**src/rtl/hazard_pkg.sv**
```systemverilog
// Shared types and helpers for the hazard detection / forwarding unit.
package hazard_pkg;

    // Forward select value meaning "take the operand from the register file".
    localparam int unsigned FWD_RF = 0;

    // Table entries carry a destination field wide enough for any supported
    // REG_AW; narrower addresses are zero-extended on entry and on compare.
    localparam int unsigned REG_AW_MAX = 8;

    typedef struct packed {
        logic                  valid;
        logic                  regwrite;
        logic                  memread;
        logic [REG_AW_MAX-1:0] dest;
    } entry_t;

    // Width of one forward select: 0 = register file, 1..depth = stage index + 1.
    function automatic int unsigned sel_w(input int unsigned depth);
        return $clog2(depth + 1);
    endfunction

endpackage

```
**src/rtl/hazard_match.sv**
```systemverilog
// Youngest-first priority match of one source operand against the writer table.
module hazard_match
    import hazard_pkg::*;
#(
    parameter int unsigned REG_AW   = 5,
    parameter int unsigned DEPTH    = 3,
    parameter int unsigned LOAD_LAT = 1,
    parameter int unsigned SELW     = 2
) (
    input  entry_t [DEPTH-1:0] entries_i,
    input  logic [REG_AW-1:0]  src_addr_i,
    input  logic               src_used_i,
    output logic               hit_o,
    output logic               is_load_stall_o,
    output logic [SELW-1:0]    sel_o
);

    logic [REG_AW_MAX-1:0] src_ext;
    logic                  win_load;
    logic [SELW-1:0]       win_sel;

    assign src_ext = REG_AW_MAX'(src_addr_i);

    // Scan oldest to youngest so the youngest matching entry is the last one written.
    always_comb begin
        hit_o    = 1'b0;
        win_load = 1'b0;
        win_sel  = SELW'(FWD_RF);
        for (int k = int'(DEPTH) - 1; k >= 0; k--) begin
            if (src_used_i && (src_addr_i != '0) && entries_i[k].valid &&
                entries_i[k].regwrite && (entries_i[k].dest == src_ext)) begin
                hit_o    = 1'b1;
                // Load data not yet available at this stage: must stall, not forward.
                win_load = entries_i[k].memread && (k < int'(LOAD_LAT));
                win_sel  = SELW'(k + 1);
            end
        end
        is_load_stall_o = hit_o && win_load;
        sel_o           = win_load ? SELW'(FWD_RF) : win_sel;
    end

endmodule

```
**src/rtl/hazard_fwd_unit.sv**
```systemverilog
// Hazard detection and operand forwarding for N decode sources over D tracked stages,
// with saturating stall / forward performance counters.
module hazard_fwd_unit
    import hazard_pkg::*;
#(
    parameter int unsigned REG_AW      = 5,
    parameter int unsigned NSRC        = 2,
    parameter int unsigned DEPTH       = 3,
    parameter int unsigned LOAD_LAT    = 1,
    parameter int unsigned FLUSH_DEPTH = 1,
    parameter int unsigned CNT_W       = 32
) (
    input  logic                            clk,
    input  logic                            rst,
    input  logic                            issue_valid,
    input  logic                            issue_regwrite,
    input  logic                            issue_memread,
    input  logic [REG_AW-1:0]               issue_dest,
    input  logic [NSRC*REG_AW-1:0]          src_addr,
    input  logic [NSRC-1:0]                 src_used,
    input  logic                            flush,
    input  logic                            cnt_clear,
    output logic                            stall,
    output logic [NSRC*sel_w(DEPTH)-1:0]    fwd_sel,
    output logic [CNT_W-1:0]                stall_cnt,
    output logic [CNT_W-1:0]                fwd_cnt
);

    localparam int unsigned SELW = sel_w(DEPTH);

    entry_t [DEPTH-1:0]    ent_q, ent_d;
    logic [CNT_W-1:0]      stall_cnt_q, stall_cnt_d;
    logic [CNT_W-1:0]      fwd_cnt_q, fwd_cnt_d;
    logic [NSRC-1:0]       hit, load_stall;
    logic [NSRC*SELW-1:0]  sel_raw;
    logic                  fwd_any;

    for (genvar gi = 0; gi < NSRC; gi++) begin : g_match
        hazard_match #(
            .REG_AW   (REG_AW),
            .DEPTH    (DEPTH),
            .LOAD_LAT (LOAD_LAT),
            .SELW     (SELW)
        ) u_match (
            .entries_i       (ent_q),
            .src_addr_i      (src_addr[gi*REG_AW +: REG_AW]),
            .src_used_i      (src_used[gi]),
            .hit_o           (hit[gi]),
            .is_load_stall_o (load_stall[gi]),
            .sel_o           (sel_raw[gi*SELW +: SELW])
        );
    end

    // Combined outputs; flush kills the decode instruction so it never stalls,
    // and outputs are held quiet while reset is asserted.
    always_comb begin
        stall   = (|load_stall) && !flush && !rst;
        fwd_sel = rst ? '0 : sel_raw;
        // A non-stalled hit always carries a nonzero select.
        fwd_any = !rst && (|(hit & ~load_stall));
    end

    // Next table state: shift older, load or bubble entry 0, mask flushed young stages.
    always_comb begin
        ent_d = '0;
        if (issue_valid && !stall && !flush) begin
            ent_d[0].valid    = 1'b1;
            ent_d[0].regwrite = issue_regwrite;
            ent_d[0].memread  = issue_memread;
            ent_d[0].dest     = REG_AW_MAX'(issue_dest);
        end
        for (int k = 1; k < int'(DEPTH); k++) begin
            ent_d[k] = ent_q[k-1];
            if (flush && (k < int'(FLUSH_DEPTH))) begin
                ent_d[k].valid = 1'b0;
            end
        end
    end

    // Saturating counters; clear wins over increment.
    always_comb begin
        stall_cnt_d = stall_cnt_q;
        fwd_cnt_d   = fwd_cnt_q;
        if (cnt_clear) begin
            stall_cnt_d = '0;
            fwd_cnt_d   = '0;
        end else begin
            if (stall && (stall_cnt_q != '1)) begin
                stall_cnt_d = stall_cnt_q + CNT_W'(1);
            end
            if (fwd_any && !stall && (fwd_cnt_q != '1)) begin
                fwd_cnt_d = fwd_cnt_q + CNT_W'(1);
            end
        end
    end

    // State registers with synchronous reset.
    always_ff @(posedge clk) begin
        if (rst) begin
            ent_q       <= '0;
            stall_cnt_q <= '0;
            fwd_cnt_q   <= '0;
        end else begin
            ent_q       <= ent_d;
            stall_cnt_q <= stall_cnt_d;
            fwd_cnt_q   <= fwd_cnt_d;
        end
    end

    assign stall_cnt = stall_cnt_q;
    assign fwd_cnt   = fwd_cnt_q;

endmodule

```
**config.mk**
```make
export PLATFORM = sky130hd
export DESIGN_NAME = hazard_fwd_unit
export DESIGN_NICKNAME = d
export VERILOG_FILES = /design/src/rtl/hazard_pkg.sv /design/src/rtl/hazard_match.sv /design/src/rtl/hazard_fwd_unit.sv
export SDC_FILE = /design/constraint.sdc
export NUM_CORES = 1
export LEC_CHECK = 0
export BUFFER_PORTS_ARGS = -buffer_cell sky130_fd_sc_hd__buf_2
export CAP_MARGIN = 20
export CORE_ASPECT_RATIO = 0.6
export CORE_MARGIN = 2
export CORE_UTILIZATION = 51
export CTS_BUF_LIST = sky130_fd_sc_hd__clkbuf_2 sky130_fd_sc_hd__clkbuf_4 sky130_fd_sc_hd__clkbuf_8
export DETAILED_ROUTE_END_ITERATION = 10
export PLACE_DENSITY = 0.79
export SKIP_LAST_GASP = 1
export SLEW_MARGIN = 20
export SYNTH_ARGS = -nofsm -noshare
export SYNTH_HDL_FRONTEND = slang
export SYNTH_SLANG_ARGS = --single-unit
export TNS_END_PERCENT = 5
```
**constraint.sdc**
```tcl
create_clock -name clk -period 3 [get_ports clk]
set_clock_uncertainty 0.05 [all_clocks]
set_input_delay 0.75 -clock clk [delete_from_list [all_inputs] [get_ports clk]]
set_output_delay 0.75 -clock clk [all_outputs]
set_load 0.02 [all_outputs]
```
Word-level counts from Yosys, hierarchy flattened
Cells that the tools add are included.
- $add $sub $neg: 2
- equality and inequality tests: 8
- muxes and demuxes: 18
- bitwise gates (word level): 3
- reductions and logical operators: 39
- operator list (cell ; number):
    adder 32 x 1 -> 32 bit, second input constant ; 2
    != test 32 bit, second input constant ; 2
    == test 8 x 5 -> 1 bit ; 6
    logical AND 1 bit ; 30
    two-way mux 2 bit ; 8
    two-way mux 11 bit ; 1
    nonzero test 5 bit ; 2
    two-way mux 1 bit ; 8
    OR reduction 2 bit ; 4
    two-way mux 4 bit ; 1
    logical NOT 1 bit ; 3
    bitwise AND 2 bit ; 1
    inverter 2 bit ; 1
    inverter 1 bit ; 1
- flip-flop bits (word level): 95
- input port bits: 24
- output and inout bits: 69
- word-level logic and storage cells: 83

Logic depth before layout (Yosys ltp)
- depth after elaboration: 17
- mapped depth: 10
- gate-level depth less buffers: 9

By module
Synthesis repeated with hierarchy kept, for this count alone.
- cell total of the unflattened synthesis: 567
- area total of the unflattened synthesis: 4742.0 µm²
- modules (own cells, without submodules) (module ; times used ; cells each ; area an instance (µm²) ; seq. area each (µm²)):
    hazard_fwd_unit ; 1 ; 491 ; 4181.5 ; 1761.7
    hazard_match ; 2 ; 38 ; 280.3 ; 0.0

Worst setup path after synthesis
Ideal clock, no wire load.
- path type: in2out
- start: input port src_addr[4]
- end: output port fwd_sel[1]
- arrival time: 2455 ps
- data required time: 2200 ps
- setup slack: -255 ps
- stages on the path: 4
- path buffers: 0
- cells stage by stage: xor2_1 > nor4_1 > nand4_1 > a2111oi_0
- word-level cells in the longest chain between the ends: 10
- elaborated cells on any way between the ends: 20
- those cells by class: eq/ne (3); mux (6); reduce/logical (11)
- ends and longest elaborated chain (what ; line ; RTL):
    from (decl) ; hazard_fwd_unit.sv:19 ; input logic [NSRC*REG_AW-1:0] src_addr,
    nonzero test 5 bit ; hazard_match.sv:30 ; if (src_used_i && (src_addr_i != '0) && entries_i[k].valid &&
    logical AND 1 bit (3 in series) ; hazard_match.sv:30 ;
    logical AND 1 bit ; hazard_match.sv:31 ; entries_i[k].regwrite && (entries_i[k].dest == src_ext)) begin
    two-way mux 2 bit (3 in series) ; hazard_match.sv:30 ;
    two-way mux 2 bit (*) ; hazard_match.sv:39 ; sel_o = win_load ? SELW'(FWD_RF) : win_sel;
    two-way mux 4 bit (*) ; hazard_fwd_unit.sv:58 ; fwd_sel = rst ? '0 : sel_raw;
    to (decl) ; hazard_fwd_unit.sv:24 ; output logic [NSRC*sel_w(DEPTH)-1:0] fwd_sel,
Every way passes the cells marked *; elsewhere a longest branch is shown, timed or not.

Worst setup path after layout
- start: input port src_addr[4]
- end: output port fwd_sel[0]
The elaborated chain is that of the path after synthesis.

==> impl_results.md <==
* Critical path class: in -> out
* Final setup viols at 5
* GR peak layer: met2
* Synth Area in Simple Gates at 32.1%
* TNS Setup at -125 ps
* Final Max Slew Viols at 0
* Flip-flop and latch count after synthesis at 86
* Count leader, synth: dfxtp_1
* Row cnt at 25
* Wire length per cell at 15.0 µm
* Required @ worst endpoint at 2200 ps
* P_sw at 0.470 mW
* Mux contribution to synthesized area at 0.708%
* N_diodes at 0
* Largest net degree at the start of global routing at 36
* Worst-case clock buffer depth at 2
* DP Wirelength at 8060 µm
* Avg Synthesized Cell Area at 8.58 µm²
* Remaining global-route overflow at 0
* Number of fill cells at 670
* Max stage delay on crit path at 330 ps
* Final period utilization at 102%
* Period minus WS final at 3050 ps
* YS warnings at 0
* CTS tree: done
* R2R depth at 8
* Worst vdd ir at ~0.35 mV
* Core region area at about 8000 µm²
* Total of max-cap violations at 0
* FF-to-FF setup slack at about 280 ps
* Post-synth EDFFs at 0
* GR Util All Layers at 24.6%
* Starting DRT DRC Count at 238
* Number of buffers created by CTS at 9
* Routability cong. at approximately 0.95
* Final nets at between 600 and 700
* WP data arrival at 2250 ps
* Ys flop type: dfxtp_1
* Via count at 4,011
* Clock transition at path regs at 90 ps
* Post-synthesis xor/xnor area fraction at 16.7%
* CP max stage cell: nor4_2
* H-tree levels at 3
* Logic pwr share at 5.3%
* Die W at between 100 and 150 µm
* Multi-input logic area at about 2500 µm²
* Adder-cell share of the synthesized area at 0.590%
* Endpoints failing hold at 0
* Post-synthesis cell type count at 48
* Critical-path cell list: buf_6 > xor2_2 > nor4_2 > nand4_1 > buf_4 > o22a_1 > nor3_1 > buf_4
* Global-route wire length before repair at around 17,000 µm
* Boundary pin count at 93
* Die height at between 70 and 80 µm
* FF-to-FF End: stall_cnt[25]$_SDFFE_PP0P_
* Worst-Margin Slew at about 590 ps
* Syn Std Cell Area at 4240 µm²
* Area Growth Syn to Fin at 26.4%
* RSZ-0062 raised after global routing: yes
* Final Routed Wirelength at ~11,000 µm
* Failing checks: negative setup slack
* Antenna violations before repair at 0
* Switching share of power at 22.4%
* Final ANT Viol Nets at 0
* Leakage at 2.18 nW
* Synth Area in Compound Gates at 6.58%
* Storage cell area at ~1700 µm²
* Met2 Use GR at 37.0%
* Critical Path End Type: primary output
* Async SR Flop Fraction at 0%
* Worst-Skew Late Latency at 360 ps
* Vias in the first global route at 3,571
* Post-Syn Nets at 520
* Drt via density at 5.51
* IO buf count at between 90 and 100
* Reg power frac at a little over half
* Global Route met3 Usage at 6.59%
* Pint at between 1.5 and 2 mW
* FF-to-FF Start: ent_d[13]$_SDFF_PP0_
* Hold WC Path Type: reg -> reg
* Cts hold-fix bufs at 0
* Hold Startpoint: ent_d[21]$_SDFF_PP0_
* Cells after Synth at 494
* Clock power frac at 39.8%
* Post-route DRC at 0
* Crit-path max FO at 4
* Status: finished, violations left
* Worst Slack Setup Final at -46.1 ps
* Sequential area share after synthesis at 40.6%
* Layout cells sized above 1 at 27.4%
* Synth top area cells: dfxtp_1 (41%), xnor2_1 (8.9%), xor2_1 (7.9%), nor2_1 (6.6%), nand4_1 (4.4%)
* Die area at 9080 µm²
* Pre-CTS setup slack at -182 ps
* Max frequency at between 0.3 and 0.4 GHz
* Top post-synthesis cells by count: dfxtp_1 (86), nor2_1 (75), xnor2_1 (43)
* Pre-antenna DRT Iters at 5
* Max transition margin at ~61%
* WHS Path Cells at 1
* Largest family of logic cells by synthesized area: simple AND/OR/NAND/NOR gates
* Initial Util at 53.1%
* Startpoint Class: input pin
* Cell Pwr Density at 392 nW/µm²
* Met1 Usage GRT at 34.1%
* Clock sinks at 86
* CTS root buf: clkbuf_8
* Top-area cell type share of the netlist area at 40.6%
* Most frequent CP cell: buf_4
* Hold endpoint: ent_d[32]$_SDFF_PP0_
* Leading area contributor after synthesis: dfxtp_1
==> routing by layer <==
layer	wire (µm)	share of wire, %	vias up
met5	0	0	-
met2	4750	43	148
li1	-	-	1953
met4	176	1.6	0
met3	708	6.5	20
met1	5300	48	1890
==> critical path, delay by kind of cell <==
kind | cells | cell delay (ps)
AOI/OAI and AO/OA | 1 | 150
xor gates and xnor gates | 1 | 140
buffers and inverters | 3 | 470
and+or+nand+nor | 3 | 730
==> sequential cells by signal, indices dropped and copies added, names as in the netlist <==
| signal | flops |
|---|---|
| ent_d | 15 |
| stall_cnt | 32 |
| ent_q | 7 |
| fwd_cnt | 32 |
==> final cells by class <==
type,instances,share of cell area (%)
Timing Repair Buffer,128,14.5
Clock inverter,4,0.840
Inverter,7,0.490
Clock buffer,12,2.96
Multi-Input combinational cell,383,46.6
Sequential cell,86,32.1
Tap cell,108,2.52
==> power groups by stage <==
stage / combinational, mW / clock [mW] / sequential (mW)
after CTS: 0.107 / 0.858 / 1.15
after floorplan: 0.0523 / 0 / 1.18
final: 0.111 / 0.837 / 1.15
after global routing: 0.120 / 0.910 / 1.15
after detailed placement: 0.103 / 0 / 1.18
after global placement: 0.100 / 0 / 1.18
==> worst max path at each step <==
stage	from	endpoint	slack [ps]	depth (start not counted)
floorplan	src_addr[8]	fwd_sel[3]	50	5
global placement	src_addr[3]	fwd_sel[1]	-140	7
detailed placement	src_addr[6]	stall_cnt[25]$_SDFFE_PP0P_	-180	9
CTS	src_addr[4]	fwd_sel[0]	-20	8
global route	src_addr[6]	stall	-120	6
finish	src_addr[4]	fwd_sel[0]	-50	8
==> repair_timing <==
item                       CTS  global route
pin swaps                   14             2
resized for setup           20             5
buffers inserted             2             1
setup endpoints to repair    5             6
==> stage by stage <==
stage / hold WS, ps / power (mW) / cells / area [µm²] / utilization [%]
after floorplan: 409 / 1.23 / 494 / 4250 / -
after global placement: 420 / 1.28 / 712 / 5040 / 63.2
after detailed placement: 432 / 1.28 / 712 / 5040 / 63.2
after CTS: 444 / 2.12 / 727 / 5320 / 66.7
after global routing: 450 / 2.18 / 728 / 5360 / 67.2
final: 439 / 2.10 / 728 / 5360 / 67.2
==> logic make-up (layout without fill, tap and decap cells) <==
group / count (synthesis) / in the layout
AO/OA/AOI/OAI: 40 / 40
flip-flops: 86 / 86
AND/OR/NAND/NOR: 257 / 257
XOR/XNOR: 81 / 81
adder cells (fa/ha/maj): 2 / 2
multiplexers: 3 / 3
buffers and inverters: 25 / 151
==> layout by cell type (no fill, tap or decap), types with 12 or more instances in the layout <==
cell type / synthesis / routed
xnor2_1: 43 / 41
nand4_1: 30 / 30
dfxtp_1: 86 / 86
and2_1: 14 / 14
nand2_1: 30 / 30
a21oi_1: 12 / 12
xor2_1: 38 / 36
nor2b_1: 17 / 16
nand3_1: 24 / 24
nor2_1: 75 / 75
buf_2: 1 / 85
nor3_1: 16 / 14
and3_1: 15 / 15
buf_4: 1 / 38
(Power assumes the default switching activity.)
